`config.mk`:
```
export PLATFORM = sky130hd
export DESIGN_NAME = ravan_decrypt_stream_flat
export DESIGN_NICKNAME = d
export VERILOG_FILES = /design/src/rtl/ravan_decrypt_stream_if.sv /design/src/rtl/ravan_decrypt_stream.sv /design/src/flat_wrapper.sv
export SDC_FILE = /design/constraint.sdc
export NUM_CORES = 1
export LEC_CHECK = 0
export CAP_MARGIN = 20
export CORE_UTILIZATION = 35
export CTS_BUF_LIST = sky130_fd_sc_hd__clkbuf_16
export DETAILED_ROUTE_END_ITERATION = 8
export DONT_BUFFER_PORTS = 1
export PLACE_DENSITY = 0.58
export SLEW_MARGIN = 25
export SYNTH_ARGS = -nofsm -noshare
export SYNTH_HDL_FRONTEND = slang
export SYNTH_SLANG_ARGS = --single-unit
```
`constraint.sdc`:
```
create_clock -name clk -period 3.1 [get_ports clk]
set_clock_uncertainty 0.15 [all_clocks]
set_input_delay 0.31 -clock clk [delete_from_list [all_inputs] [get_ports clk]]
set_output_delay 0.31 -clock clk [all_outputs]
set_load 0.02 [all_outputs]
```
`src/rtl/ravan_decrypt_stream_if.sv`:
```
// ravan_decrypt_stream_if
//   Ciphertext and plaintext valid/ready streams of the RAVAN decryption
//   engine, bundled so that a single port carries both directions.
//
//   Signals
//     in_valid   ciphertext word valid        (master -> engine)
//     in_data    64-bit ciphertext word       (master -> engine)
//     in_ready   engine can accept a word     (engine -> master)
//     out_valid  plaintext word valid         (engine -> master)
//     out_data   64-bit plaintext word        (engine -> master)
//     out_ready  downstream accepts plaintext (master -> engine)
//
//   Modports
//     slave   the decryption engine
//     master  the producer/consumer that surrounds the engine
interface ravan_decrypt_stream_if;
    logic        in_valid;
    logic [63:0] in_data;
    logic        in_ready;
    logic        out_valid;
    logic [63:0] out_data;
    logic        out_ready;

    modport slave (
        input  in_valid,
        input  in_data,
        input  out_ready,
        output in_ready,
        output out_valid,
        output out_data
    );

    modport master (
        output in_valid,
        output in_data,
        output out_ready,
        input  in_ready,
        input  out_valid,
        input  out_data
    );
endinterface

```
`src/rtl/ravan_decrypt_stream.sv`:
```
// ravan_decrypt_stream
//   Iterative RAVAN decryption engine. Each accepted 64-bit ciphertext word is
//   run through ROUNDS inverse rounds, x = rotr(x, r+1) ^ K[r] for
//   r = ROUNDS-1 down to 0, with K[r] = key[64r+63:64r], one round per clock.
//   The plaintext is then presented on the output stream until taken.
//
//   Parameters
//     ROUNDS      number of inverse rounds, 1..8
//
//   Ports
//     clk         clock, rising edge
//     rst         asynchronous reset, active low
//     i_key_load  latch i_key into the key register (honoured only when idle)
//     i_key       512-bit hashed key
//     o_busy      high whenever the engine is not idle
//     s_if        ciphertext in / plaintext out streams (slave side)
module ravan_decrypt_stream #(
    parameter int ROUNDS = 8
) (
    input  logic                    clk,
    input  logic                    rst,
    input  logic                    i_key_load,
    input  logic [511:0]            i_key,
    output logic                    o_busy,
    ravan_decrypt_stream_if.slave   s_if
);

    typedef enum logic [1:0] {
        IDLE  = 2'd0,
        ROUND = 2'd1,
        DONE  = 2'd2
    } state_t;

    localparam logic [2:0] LAST_ROUND = 3'(ROUNDS - 1);

    state_t       r_state;
    state_t       w_state_next;
    logic [511:0] r_key;
    logic [2:0]   r_round;
    logic [63:0]  r_data;
    logic [63:0]  r_out_data;

    logic [63:0]  w_slice [0:7];
    logic [3:0]   w_amt;
    logic [63:0]  w_rot;
    logic [63:0]  w_round_result;
    logic         w_accept;
    logic         w_last;

    // Carve the key register into its eight 64-bit round keys.
    genvar gi;
    generate
        for (gi = 0; gi < 8; gi++) begin : g_slice
            assign w_slice[gi] = r_key[64*gi +: 64];
        end
    endgenerate

    // Rotate amount is r+1 (1..8), so both shifts stay inside the word.
    assign w_amt          = {1'b0, r_round} + 4'd1;
    assign w_rot          = (r_data >> w_amt) | (r_data << (7'd64 - {3'b000, w_amt}));
    assign w_round_result = w_rot ^ w_slice[r_round];

    assign w_accept = (r_state == IDLE) && s_if.in_valid;
    assign w_last   = (r_state == ROUND) && (r_round == 3'd0);

    always_ff @(posedge clk or negedge rst) begin
        if (!rst) begin
            r_state <= IDLE;
        end else begin
            r_state <= w_state_next;
        end
    end

    always_comb begin
        w_state_next   = r_state;
        s_if.in_ready  = 1'b0;
        s_if.out_valid = 1'b0;
        o_busy         = 1'b1;
        case (r_state)
            IDLE: begin
                s_if.in_ready = 1'b1;
                o_busy        = 1'b0;
                if (s_if.in_valid) begin
                    w_state_next = ROUND;
                end
            end
            ROUND: begin
                if (r_round == 3'd0) begin
                    w_state_next = DONE;
                end
            end
            DONE: begin
                s_if.out_valid = 1'b1;
                if (s_if.out_ready) begin
                    w_state_next = IDLE;
                end
            end
            default: begin
                w_state_next = IDLE;
            end
        endcase
    end

    // The key can only change while idle, so a word always finishes with the
    // key it started with. A load on the accepting edge is already visible to
    // the first round because rounds begin on the following edge.
    always_ff @(posedge clk or negedge rst) begin
        if (!rst) begin
            r_key <= '0;
        end else if ((r_state == IDLE) && i_key_load) begin
            r_key <= i_key;
        end
    end

    always_ff @(posedge clk or negedge rst) begin
        if (!rst) begin
            r_data  <= '0;
            r_round <= '0;
        end else if (w_accept) begin
            r_data  <= s_if.in_data;
            r_round <= LAST_ROUND;
        end else if (r_state == ROUND) begin
            r_data <= w_round_result;
            if (r_round != 3'd0) begin
                r_round <= r_round - 3'd1;
            end
        end
    end

    // Separate result register: the working register churns during the next
    // word's rounds, but the output must keep the previous plaintext.
    always_ff @(posedge clk or negedge rst) begin
        if (!rst) begin
            r_out_data <= '0;
        end else if (w_last) begin
            r_out_data <= w_round_result;
        end
    end

    assign s_if.out_data = r_out_data;

endmodule

```
`src/flat_wrapper.sv`:
```
// flat-port wrapper written by rule: the top's interface ports become plain ports
module ravan_decrypt_stream_flat 
#(
    parameter int ROUNDS = 8
)
  (clk, rst, i_key_load, i_key, o_busy, s_if_in_valid, s_if_in_data, s_if_out_ready, s_if_in_ready, s_if_out_valid, s_if_out_data);
  ravan_decrypt_stream_if s_if_i ();
  input  logic clk;
  input  logic rst;
  input  logic i_key_load;
  input  logic [511:0] i_key;
  output logic o_busy;
  input wire logic [$bits(s_if_i.in_valid)-1:0] s_if_in_valid;
  input wire logic [$bits(s_if_i.in_data)-1:0] s_if_in_data;
  input wire logic [$bits(s_if_i.out_ready)-1:0] s_if_out_ready;
  output wire logic [$bits(s_if_i.in_ready)-1:0] s_if_in_ready;
  output wire logic [$bits(s_if_i.out_valid)-1:0] s_if_out_valid;
  output wire logic [$bits(s_if_i.out_data)-1:0] s_if_out_data;
  assign s_if_i.in_valid = s_if_in_valid;
  assign s_if_i.in_data = s_if_in_data;
  assign s_if_i.out_ready = s_if_out_ready;
  assign s_if_in_ready = s_if_i.in_ready;
  assign s_if_out_valid = s_if_i.out_valid;
  assign s_if_out_data = s_if_i.out_data;
  ravan_decrypt_stream #(.ROUNDS(ROUNDS)) u_core (.clk(clk), .rst(rst), .i_key_load(i_key_load), .i_key(i_key), .o_busy(o_busy), .s_if(s_if_i));
endmodule
```
==> results of run 1 <==
cells in the mapped netlist, drive strengths merged (2+ instances only):
library cell	instances	share of area [%]
mux4	194	15
dfrtp	645	52
ha	2	0.081
o211ai	63	1.5
o31ai	62	1.5
xnor2	65	1.8
nand2	72	0.87
nor2	4	0.048
xor2	64	1.8
clkbuf	41	0.67
mux2	512	19
dlygate4sd1	15	0.42
buf	103	2.3
nand3	66	1.1
a222oi	63	2.0
nand2b	3	0.061
o21ai	2	0.032
inv	4	0.048
cells in the final DEF (no fill, tap or decap), types with 12 or more instances in the layout:
master and n:
a222oi_1 63, buf_12 22, buf_4 32, clkbuf_16 79, clkinv_1 12, clkinv_2 19
dfrtp_1 643, dlygate4sd3_1 578, inv_1 12, mux2_2 512, mux4_1 56, mux4_2 138
nand2_1 71, nand3_1 66, o211ai_1 63, o31ai_1 62, xnor2_1 65, xor2_1 64
routing by layer:
| metal | GRT usage [%] | vias up | wire length, microns |
|---|---|---|---|
| met5 | 0 | - | 53 |
| met4 | 8.25 | 8 | 3250 |
| met3 | 5.81 | 194 | 8210 |
| met2 | 37.5 | 977 | 50100 |
| met1 | 26.8 | 10912 | 38100 |
| li1 | - | 8820 | - |
registers in the layout, summed over array words and instances, names as in the netlist:
register and flops:
u_core.r_data 64, u_core.r_key 512, u_core.r_round 3, u_core.r_state 2, u_core.s_if.out_data 64
per-stage QoR:
step / cell area, sq um / util, %
after detailed placement: 32100 / 36.8
after floorplan: 31000 / -
after global routing: 40300 / 46.2
after CTS: 40300 / 46.2
after global placement: 32100 / 36.8
final: 40400 / 46.2
worst max path at each step:
| stage | cells after the start | start | to |
|---|---|---|---|
| final | 5 | u_core.r_round[2] | u_core.r_data[7] |
| after global placement | 6 | u_core.r_round[1] | u_core.r_data[36] |
| after detailed placement | 5 | u_core.r_round[2] | u_core.r_data[37] |
| after global routing | 5 | u_core.r_round[2] | u_core.r_data[43] |
| after floorplan | 10 | u_core.r_round[0] | u_core.s_if.out_data[52] |
| after CTS | 5 | u_core.r_round[2] | u_core.r_data[38] |
report_power, final:
part | switching [uW] | internal (uW)
Clock | 3710 | 5130
Combinational | 9760 | 11300
Sequential | 4000 | 12800
kinds of logic (layout without fill, tap and decap cells):
| family | after synthesis | in the layout | synth area share (%) |
|---|---|---|---|
| AOI/OAI and AO/OA | 192 | 192 | 5.16 |
| adders and majority gates | 2 | 2 | 0.0807 |
| other | 0 | 11 | 0 |
| muxes | 707 | 707 | 33.4 |
| buffers and inverters | 165 | 772 | 3.47 |
| xor gates and xnor gates | 129 | 129 | 3.65 |
| and+or+nand+nor | 151 | 151 | 2.17 |
| DFF | 645 | 645 | 52.1 |
critical path, stage by stage (launching register included):
cell and delay (ps):
dfrtp_4 830, buf_12 290, mux4_1 420, xor2_1 220, a222oi_1 370, o31ai_1 130
area by class of cell:
| type | count | area (sq um) | share of cell area (%) |
|---|---|---|---|
| Clock inverter | 57 | 448 | 1.11 |
| Inverter | 4 | 17.5 | 0.0434 |
| Multi-Input combinational cell | 1181 | 13800 | 34.3 |
| Timing Repair Buffer | 632 | 6470 | 16.0 |
| Antenna cell | 11 | 27.5 | 0.0682 |
| Tap cell | 1155 | 1450 | 3.58 |
| Clock buffer | 79 | 1980 | 4.90 |
| Sequential cell | 645 | 16100 | 40.0 |
==> results.ini, run 1 <==
[outcome]
status = finished with violations
violations = hold timing

[setup_path]
arrival_ps = 2960
r2r_cells = 5
worstReg2RegEnd = u_core.r_data[7]
r2r_setup_slack_ps = 470
worst_setup_path_start_kind = flop
r2r_start = u_core.r_round[2]
required_ps = 3430
end_kind = flop
worstPathMaxFanout = 31
critPathKind = reg -> reg

[timing]
fin_crit_ps = 2630
hold_ws_ps = -749
rsz0062_at_grt = false
fin_crit_sh_pct = 84.7
setup_tns_ps = 0
drv_slew = 0
setup_viol = 0
worst_slew_pin_slew_ps = 1460
clock.fmax_mhz = 381
post-route-worst-setup-slack_ps = 473
hold_viol_final = 645
relSlewSlack_pct = 2.49

[pwr]
pwr_density_cell_mw_per_mm2 = 1160
finalPower_uw = 46700
irDropWorstVdd_mv = 0.690
p_leak_uw = 0.0163

[route]
vias = 20911
drtPass1Iterations = 9
wire_per_inst_microns = 26.5
drtIter0Drc = 1907
wl_mm = 99.7
vias_per_cell = 5.56
drc = 0
postRouteAntennaNets = 0

[clock_tree]
cts_root_buf = clkbuf_16
clockBufferDepth = 3
cts-buffers-inserted = 76
path_clk_slew_ps = 60
worstSkewPairLatency_ps = 620
cts_sinks = 645
post_cts_buffers = 0
holdBufCountCts = 578
cts.htree.levels = 3
cts_tree = yes
post_cts_resized = 0

[logic_synthesis]
synth_cells = 1991
avgSynthCellArea_sq_um = 15.6
ys_warn_count = 0
synth_edf_count = 0
ys.flop_type = dfrtp_1
async_reset_ff_share_pct = 100
synth_cell_types = 38
synth_fp_nets = 2574
synthesis.area_sq_mm = 0.0310
ys_seq_elements = 645
synth_seq_area_share_pct = 52.1

[placed_design]
dp_hpwl_mm = 66.4
portBuffers = 0
dpl.cell_count = 3039
place_congestion = 0.878
dpl_worst_slack_ps = 472

[global_route]
grt_start_max_net_pins = 646
track_usage_pct = 22.1
grt_pass1_vias = 23484
antenna_found_initial = 15
grt_overflow = 0
grt_pass1_wl_mm = 150

[layout]
fillCellCount = 7442
nets = 3123
finalNonFillerCells = 3764
syn2layout_area_growth_pct = 30.2
drive_gt1_share_pct = 31.9

[floorplanning]
core_area_sq_mm = 0.0873
fp-row-count = 108
die_h_microns = 300
die_w_microns = 300
ios = 648
start_util_pct = 35.5
dieArea_sq_mm = 0.0898

[job]
maxCapViolations = 0

[min_path]
hold_class = in -> async

Note: power is estimated with default switching activity, not from simulation.
==> run 2: changes to the inputs <==
- PLACE_DENSITY: 0.58 -> 0.6
- clock period: 3.1 -> 2.22 ns (I/O delays scaled with it)
==> run 2 against run 1 <==
Effect of this change:
- the flow finishes with violations (hold timing, setup timing)
- cell count up 4.6%
- via count increased by 4.8%
- clock-buffer cell count down 2
- non-clock buffer count is 183 higher
- sequential share of layout area decreased by 2.5 points
- routed wire length is 6.1% higher
- combinational power rose by 89%
- worst setup slack got worse by 720 ps
- core utilization rose by 3.1 points
- critical path type unchanged
- largest power group unchanged
==> results.ini, run 2 (synthesis results as in run 1) <==
[placed_design]
place_congestion = 0.878
dp_hpwl_mm = 69.4
dpl_worst_slack_ps = -252
dpl.cell_count = 3162
portBuffers = 0

[layout]
fillCellCount = 7182
finalNonFillerCells = 3938
final_common_cell = dfrtp_1
drive_gt1_share_pct = 41.4
fin_util_pct = 49.4
largest_reg_flops = 512
nets = 3304
largest-register = u_core.r_key
final_cell_mix = dfrtp_1, dlygate4sd3_1, mux2_2
syn2layout_area_growth_pct = 39.0

[timing]
worst_slew_pin_slew_ps = 1240
post-route-worst-setup-slack_ps = -243
fin_crit_sh_pct = 111
drv_slew = 0
setup_viol = 97
clock.fmax_mhz = 406
relSlewSlack_pct = 17.3
fin_crit_ps = 2460
hold_viol_final = 645
rsz0062_at_grt = true
hold_ws_ps = -870

[clock_tree]
cts.htree.levels = 3
clockBufferDepth = 3
cts-buffers-inserted = 74
cts_sinks = 645
worstSkewPairLatency_ps = 640
cts_tree = yes
holdBufCountCts = 578
cts_root_buf = clkbuf_16
path_clk_slew_ps = 60

[setup_path]
cp_cell_sequence = buf_12 > buf_12 > buf_16 > mux4_2 > xor2_2 > a222oi_1 > o31ai_1
worstPathMaxFanout = 8
end_kind = flop
required_ps = 2550
arrival_ps = 2800
crit_path_max_incr_delay_ps = 520
crit_path_top_delay_cell = dfrtp_4
r2r_cells = 7
crit_top_cell = buf_12
worst_setup_path_start_kind = flop
critPathKind = reg -> reg

[outcome]
status = finished with violations
violations = hold timing, setup timing

[route]
wl_mm = 106
postRouteAntennaNets = 0
wire_per_inst_microns = 26.8
vias_per_cell = 5.56
drtPass1Iterations = 9
vias = 21909
drtIter0Drc = 1984
drc = 0

[global_route]
grt_overflow = 0
track_usage_pct = 23.2
grt_pass1_wl_mm = 157
grt_start_max_net_pins = 646
grt_pass1_vias = 24388
antenna_found_initial = 11

[pwr]
irDropWorstVdd_mv = 1.09
pwr_density_cell_mw_per_mm2 = 1760
p_leak_uw = 0.0175

[min_path]
hold_class = in -> async

[floorplanning]
dieArea_sq_mm = 0.0898
ios = 648
die_w_microns = 300
core_area_sq_mm = 0.0873
fp-row-count = 108
die_h_microns = 300
start_util_pct = 35.5

[job]
maxCapViolations = 0

[run 2: cell count changes in the layout (fill, tap and decap cells not counted), moves of 5 or more]
cell      before  now
buf_12        22   43
buf_16         0    8
buf_4         32  133
buf_6          0   35
buf_8          0   13
clkinv_2      19   12
inv_1         12   17
mux4_1        56    1
mux4_2       138  193
xnor2_1       65    6
xnor2_2        0   43
xnor2_4        0   16
xor2_1        64   34
xor2_2         0   30
[run 2: path summary, 6_finish.rpt]
check | slack [ps] | end | start
setup / recovery | -240 | u_core.r_data[21] | u_core.r_round[1]
hold / removal | -870 | u_core.r_key[301] | rst
setup reg to reg | -240 | u_core.r_data[21] | u_core.r_round[1]
hold reg to reg | 350 | u_core.r_key[464] | u_core.r_key[464]
max in group asynchronous | 1780 | u_core.r_key[144] | rst
min in group clk | 40 | u_core.r_key[109] | i_key_load
[run 2: power by group]
part	total (uW)	leakage [uW]	switching [uW]	internal (uW)
clock	12400	0.00123	5120	7310
combinational	39600	0.00862	16900	22800
sequential	23600	0.00767	5720	17900
[run 2: routing by layer]
metal / global-route usage, % / wire length [microns] / vias to the layer above
met5: 0 / 33 / -
met4: 8.32 / 3560 / 6
met3: 7.01 / 9550 / 214
met2: 39.8 / 53800 / 1132
met1: 27.4 / 38800 / 11442
li1: - / - / 9115
[run 2: timing repair]
action                     in CTS  in global routing
gates cloned                    5                  5
pin swaps                      65                 92
resized for setup             171                 87
hold endpoints to repair     1225                645
setup endpoints to repair     123                128
buffers inserted               33                 37
[run 2: cell type report]
cell class	count	area, sq um	area share (%)
inverters	4	17.5	0.0406
diodes	8	20.0	0.0465
flip-flops and latches	645	16100	37.5
clock inverters	53	482	1.12
clock buffers	77	1930	4.47
repair buffers	815	8580	19.9
multi-input cells	1181	14500	33.6
well taps	1155	1450	3.35
[run 2: critical path: cells and delay by family (launching register included)]
family          cells  cell delay (ps)
flops               1              520
xor+xnor            1              200
buf+inv             3              450
mux                 1              480
compound gates      2              510
[run 2: metrics by stage]
step	area, sq um	total power [uW]	setup TNS [ps]
finish	43100	75700	-10250
global route	43100	79300	-19030
CTS	42300	72500	-12330
detailed placement	33200	55000	-15050
global placement	33200	53800	-9920
floorplan	31000	44000	0
